--- config.mk ---
export PLATFORM = sky130hd
export DESIGN_NAME = fwd_hazard_unit
export DESIGN_NICKNAME = d
export VERILOG_FILES = /design/src/rtl/fwd_hazard_unit.sv
export SDC_FILE = /design/constraint.sdc
export NUM_CORES = 1
export LEC_CHECK = 0
export ABC_AREA = 1
export BUFFER_PORTS_ARGS = -buffer_cell sky130_fd_sc_hd__buf_2
export CAP_MARGIN = 40
export CORE_MARGIN = 2
export CORE_UTILIZATION = 40
export CTS_CLUSTER_SIZE = 40
export DETAILED_ROUTE_END_ITERATION = 12
export GPL_ROUTABILITY_DRIVEN = 0
export HOLD_SLACK_MARGIN = 0.02
export SLEW_MARGIN = 40
export SYNTH_ARGS = -nofsm -noshare
export SYNTH_HDL_FRONTEND = slang
export SYNTH_SLANG_ARGS = --single-unit
--- constraint.sdc ---
create_clock -name clk -period 2.8 [get_ports clk]
set_clock_uncertainty 0.15 [all_clocks]
set_input_delay 0.56 -clock clk [delete_from_list [all_inputs] [get_ports clk]]
set_output_delay 0.56 -clock clk [all_outputs]
set_load 0.02 [all_outputs]
--- src/rtl/fwd_hazard_unit.sv ---
// fwd_hazard_unit: tracks the write register of each in-flight instruction and
// derives ALU-operand forwarding selects plus the load-use stall for the
// 5-stage MIPS pipeline. It sits beside the ID/EX pipeline latches.
//
// Ports
//   clk, reset         pipeline clock; asynchronous active-high reset
//   issue_valid        ID instruction advances into EX at next posedge
//   dest_in            write-register number of the issuing instruction
//   regwrite_in        issuing instruction writes the register file
//   memread_in         issuing instruction is a load
//   id_rs, id_rt       source registers of the instruction in ID
//   id_uses_rs/rt      ID instruction actually reads rs / rt
//   flush              kill the ID instruction (branch taken)
//   fwd_a, fwd_b       registered operand selects: 00 regfile, 10 EX/MEM, 01 MEM/WB
//   stall              combinational load-use stall (hold PC and IF/ID, insert bubble)
//   stall_count        saturating count of stall cycles
module fwd_hazard_unit #(
    parameter int unsigned REG_W = 5,
    parameter int unsigned CNT_W = 16
) (
    input  logic             clk,
    input  logic             reset,
    input  logic             issue_valid,
    input  logic [REG_W-1:0] dest_in,
    input  logic             regwrite_in,
    input  logic             memread_in,
    input  logic [REG_W-1:0] id_rs,
    input  logic [REG_W-1:0] id_rt,
    input  logic             id_uses_rs,
    input  logic             id_uses_rt,
    input  logic             flush,
    output logic [1:0]       fwd_a,
    output logic [1:0]       fwd_b,
    output logic             stall,
    output logic [CNT_W-1:0] stall_count
);

    localparam logic [CNT_W-1:0] CNT_MAX = {CNT_W{1'b1}};
    localparam logic [1:0] SEL_RF  = 2'b00;
    localparam logic [1:0] SEL_MEM = 2'b10;
    localparam logic [1:0] SEL_WB  = 2'b01;

    // The WB stage and the MEM-stage load flag are never consulted by any
    // select or by the stall, so only the EX and MEM fields that matter are kept.
    logic             ex_valid_q, ex_valid_d;
    logic [REG_W-1:0] ex_dest_q, ex_dest_d;
    logic             ex_regwrite_q, ex_regwrite_d;
    logic             ex_memread_q, ex_memread_d;
    logic             mem_valid_q, mem_valid_d;
    logic [REG_W-1:0] mem_dest_q, mem_dest_d;
    logic             mem_regwrite_q, mem_regwrite_d;
    logic [1:0]       fwd_a_q, fwd_a_d;
    logic [1:0]       fwd_b_q, fwd_b_d;
    logic [CNT_W-1:0] stall_count_q, stall_count_d;

    logic ex_rs_hit, ex_rt_hit, mem_rs_hit, mem_rt_hit;
    logic stall_c, load_en;

    // Producer/consumer match; register $0 never matches.
    function automatic logic hit(input logic v, input logic rw,
                                 input logic [REG_W-1:0] d, input logic [REG_W-1:0] r,
                                 input logic used);
        return v & rw & (d != '0) & (d == r) & used;
    endfunction

    // Hazard detection and next-state computation.
    always_comb begin
        ex_rs_hit  = hit(ex_valid_q, ex_regwrite_q, ex_dest_q, id_rs, id_uses_rs);
        ex_rt_hit  = hit(ex_valid_q, ex_regwrite_q, ex_dest_q, id_rt, id_uses_rt);
        mem_rs_hit = hit(mem_valid_q, mem_regwrite_q, mem_dest_q, id_rs, id_uses_rs);
        mem_rt_hit = hit(mem_valid_q, mem_regwrite_q, mem_dest_q, id_rt, id_uses_rt);

        // Flush wins over a load-use hazard: the consumer is dead anyway.
        stall_c = !flush & ex_memread_q & (ex_rs_hit | ex_rt_hit);
        load_en = issue_valid & !stall_c & !flush;

        mem_valid_d    = ex_valid_q;
        mem_dest_d     = ex_dest_q;
        mem_regwrite_d = ex_regwrite_q;

        ex_valid_d    = 1'b0;
        ex_dest_d     = '0;
        ex_regwrite_d = 1'b0;
        ex_memread_d  = 1'b0;
        fwd_a_d       = SEL_RF;
        fwd_b_d       = SEL_RF;

        if (load_en) begin
            ex_valid_d    = 1'b1;
            ex_dest_d     = dest_in;
            ex_regwrite_d = regwrite_in;
            ex_memread_d  = memread_in;
            // Younger producer (current EX) takes priority over MEM.
            fwd_a_d = ex_rs_hit ? SEL_MEM : (mem_rs_hit ? SEL_WB : SEL_RF);
            fwd_b_d = ex_rt_hit ? SEL_MEM : (mem_rt_hit ? SEL_WB : SEL_RF);
        end

        stall_count_d = stall_count_q;
        if (stall_c && (stall_count_q != CNT_MAX)) begin
            stall_count_d = stall_count_q + CNT_W'(1);
        end
    end

    // Pipeline tracking state and registered outputs.
    always_ff @(posedge clk or posedge reset) begin
        if (reset) begin
            ex_valid_q     <= 1'b0;
            ex_dest_q      <= '0;
            ex_regwrite_q  <= 1'b0;
            ex_memread_q   <= 1'b0;
            mem_valid_q    <= 1'b0;
            mem_dest_q     <= '0;
            mem_regwrite_q <= 1'b0;
            fwd_a_q        <= SEL_RF;
            fwd_b_q        <= SEL_RF;
            stall_count_q  <= '0;
        end else begin
            ex_valid_q     <= ex_valid_d;
            ex_dest_q      <= ex_dest_d;
            ex_regwrite_q  <= ex_regwrite_d;
            ex_memread_q   <= ex_memread_d;
            mem_valid_q    <= mem_valid_d;
            mem_dest_q     <= mem_dest_d;
            mem_regwrite_q <= mem_regwrite_d;
            fwd_a_q        <= fwd_a_d;
            fwd_b_q        <= fwd_b_d;
            stall_count_q  <= stall_count_d;
        end
    end

    assign fwd_a       = fwd_a_q;
    assign fwd_b       = fwd_b_q;
    assign stall       = stall_c;
    assign stall_count = stall_count_q;

endmodule

==> flow_summary.ini <==
[yosys]
synthFlopType = dfrtp_1
synth_warnings = 0
synth-seq-cells = 35
ys_async_sr_fraction = 1.00
ys_seq_area_frac = 0.422
ys_top_cells_by_area = dfrtp_1 42%, nand2_1 16%, nand4_1 6.9%
post_synth.cell_area_avg_um2 = 7.35
synth.distinct_cells = 30
syn_nets = 306
netlist_area_um2 = 2070
synthCells = 282
synth_top_cell_by_area = dfrtp_1
netlist.area_leader.share = 0.422
synth-edff-count = 0

[clock_network]
insertion_delay_ps = 290
clock-sinks = 35
cts_resized = 0
cts_tree = done
post_cts_buffers = 0
ctsHoldBuffers = 0
cts_root_buf = clkbuf_8
clk_pin_slew_ps = 70
htreeDepth = 2
cts_buffer_depth = 2
numCtsBuffers = 5

[critical_path]
slowest_stage = dfrtp_1
crit_family = simple AND/OR/NAND/NOR gates
cp-startpoint = ex_dest_q[3]
crit_required_ps = 2090
crit-reg2reg-launch = stall_count[0]
critPathKind = reg2out
critPathBufInv = 1
cp_max_fo = 8
startpoint_type = flop
cp_slowest_stage_delay_ps = 490
crit_arrival_ps = 1710
cp-end-kind = primary output
path_cells = nor2_1 > nand3_1 > nand2_1 > nor2_1 > nand2_1 > nand2_4 > nand2_1 > nor2_1 > buf_2

[timing]
fmax_ghz = 0.413
rsz0062_at_grt = no
tightest_slew_ps = 457
setup_viol = 0
hold_violations = 0
setup_ws_ps = 377
holdWs_ps = 205
period_minus_slack_ps = 2420
post-route-period-util = 0.865
slew_viol_final = 0
fin_tns_setup_ps = 0
max_slew_margin = 0.695

[status]
status = complete, no violations

[floorplanning]
die-area_um2 = 5780
io_pins = 44
die_w_um = 76.0
rows = 26
die_height_um = 76.0
core_um2 = 5040
initial_core_util = 0.411

[global_route]
grt_max_degree = 36
grt_use_met3 = 0.0332
grt_first_pass_wirelength_um = 8600
grt_util_met2 = 0.282
antenna_found_initial = 0
grt_overflow = 0
met1_usage = 0.261
grt_pass1_vias = 1862
grt_use_total = 0.183
busiest_layer = met2

[pwr]
power_per_cell_area_nw_per_um2 = 459
ir_drop_v = 0.000368
p_leak_nw = 1.38
fin_total_pwr_mw = 1.15

[final_layout]
final_core_util = 0.496
diodes = 0
layout_common_cells = 91 x nand2_1, 43 x buf_2, 36 x inv_1, 35 x dfrtp_1, 29 x nor2_1
fill_cells = 507
nets = 354
syn_to_final_growth_pct = 20.7
final_layout_size_suffix_gt1_frac = 0.202
final_common_cell = nand2_1
design_area_um2 = 2500
fin_cells = 401

[routing]
wl_per_cell_um = 12.1
routed_via_density = 4.82
ant_nets = 0
drc = 0
dr.pass1.iters = 6
via_count = 1934
routed_wirelength_um = 4870
dr.first_iter.drc_count = 142

[flow_run]
cap_viol_max_count = 0

[hold_path]
min_path_type = in2async

[place]
numPortBuffers = 43
preCtsSetupSlack_ps = 529
post_dp_cell_area_um2 = 2370
dp_hpwl_um = 3680
dp_cells = 393
worst reg2reg max path, stage by stage, from the launching register on:
cell	delay (ps)
dfrtp_1	410
ha_1	260
nand2_1	110
nor2_2	290
nand4_4	310
nand3_4	320
nand2_1	80
nand2_1	70
path summary, 6_finish.rpt:
check / end / slack, ps / depth (start not counted)
max in group asynchronous: mem_dest_q[1] / 1980 / 3
worst min register to register: mem_valid_q / 230 / 0
worst min-delay path: ex_valid_q / 200 / 3
worst max-delay path: stall / 380 / 9
worst max register to register: stall_count[5] / 730 / 7
min in group clk: mem_valid_q / 230 / 0
cells in the mapped netlist, drive strengths merged, types with 3 or more instances:
library cell   n
nand2         92
inv           42
dfrtp         35
nor2          31
nand4         24
nor3          11
nand3         10
xor2           9
o21ai          6
buf            4
xnor2          4
a21oi          3
cells by family after synthesis:
| logic type | share of synthesized area |
|---|---|
| flip-flops | 0.422 |
| adder cells (fa/ha/maj) | 0.00603 |
| AND/OR/NAND/NOR | 0.386 |
| XOR/XNOR | 0.0549 |
| AO/OA/AOI/OAI | 0.0386 |
| buffers and inverters | 0.0917 |
cell type report:
cell class | instances | area [um^2] | share of cell area
clock buffers | 5 | 68.8 | 0.0275
clock inverters | 3 | 67.6 | 0.0270
inverters | 42 | 158 | 0.0630
multi-input cells | 200 | 1010 | 0.403
flip-flops and latches | 35 | 876 | 0.350
well taps | 70 | 87.6 | 0.0350
repair buffers | 46 | 238 | 0.0950
flip-flops by register name, summed over array words and instances, names as in the netlist:
signal	cells
ex_dest_q	5
ex_memread_q	1
ex_regwrite_q	1
ex_valid_q	1
fwd_a	2
fwd_b	2
mem_dest_q	5
mem_regwrite_q	1
mem_valid_q	1
stall_count	16
metal layers:
metal  vias up  part of all wire
li1        991                 -
met1       897              0.50
met2        42              0.44
met3         4             0.040
met4         0            0.0099
met5         -                 0
report_power, final:
| part | switching, mW | total, mW | internal (mW) |
|---|---|---|---|
| Sequential | 0.00810 | 0.522 | 0.514 |
| Clock | 0.190 | 0.545 | 0.355 |
| Combinational | 0.0497 | 0.0821 | 0.0324 |
| Total | 0.248 | 1.15 | 0.901 |
Power figures use the tool's default switching activity.
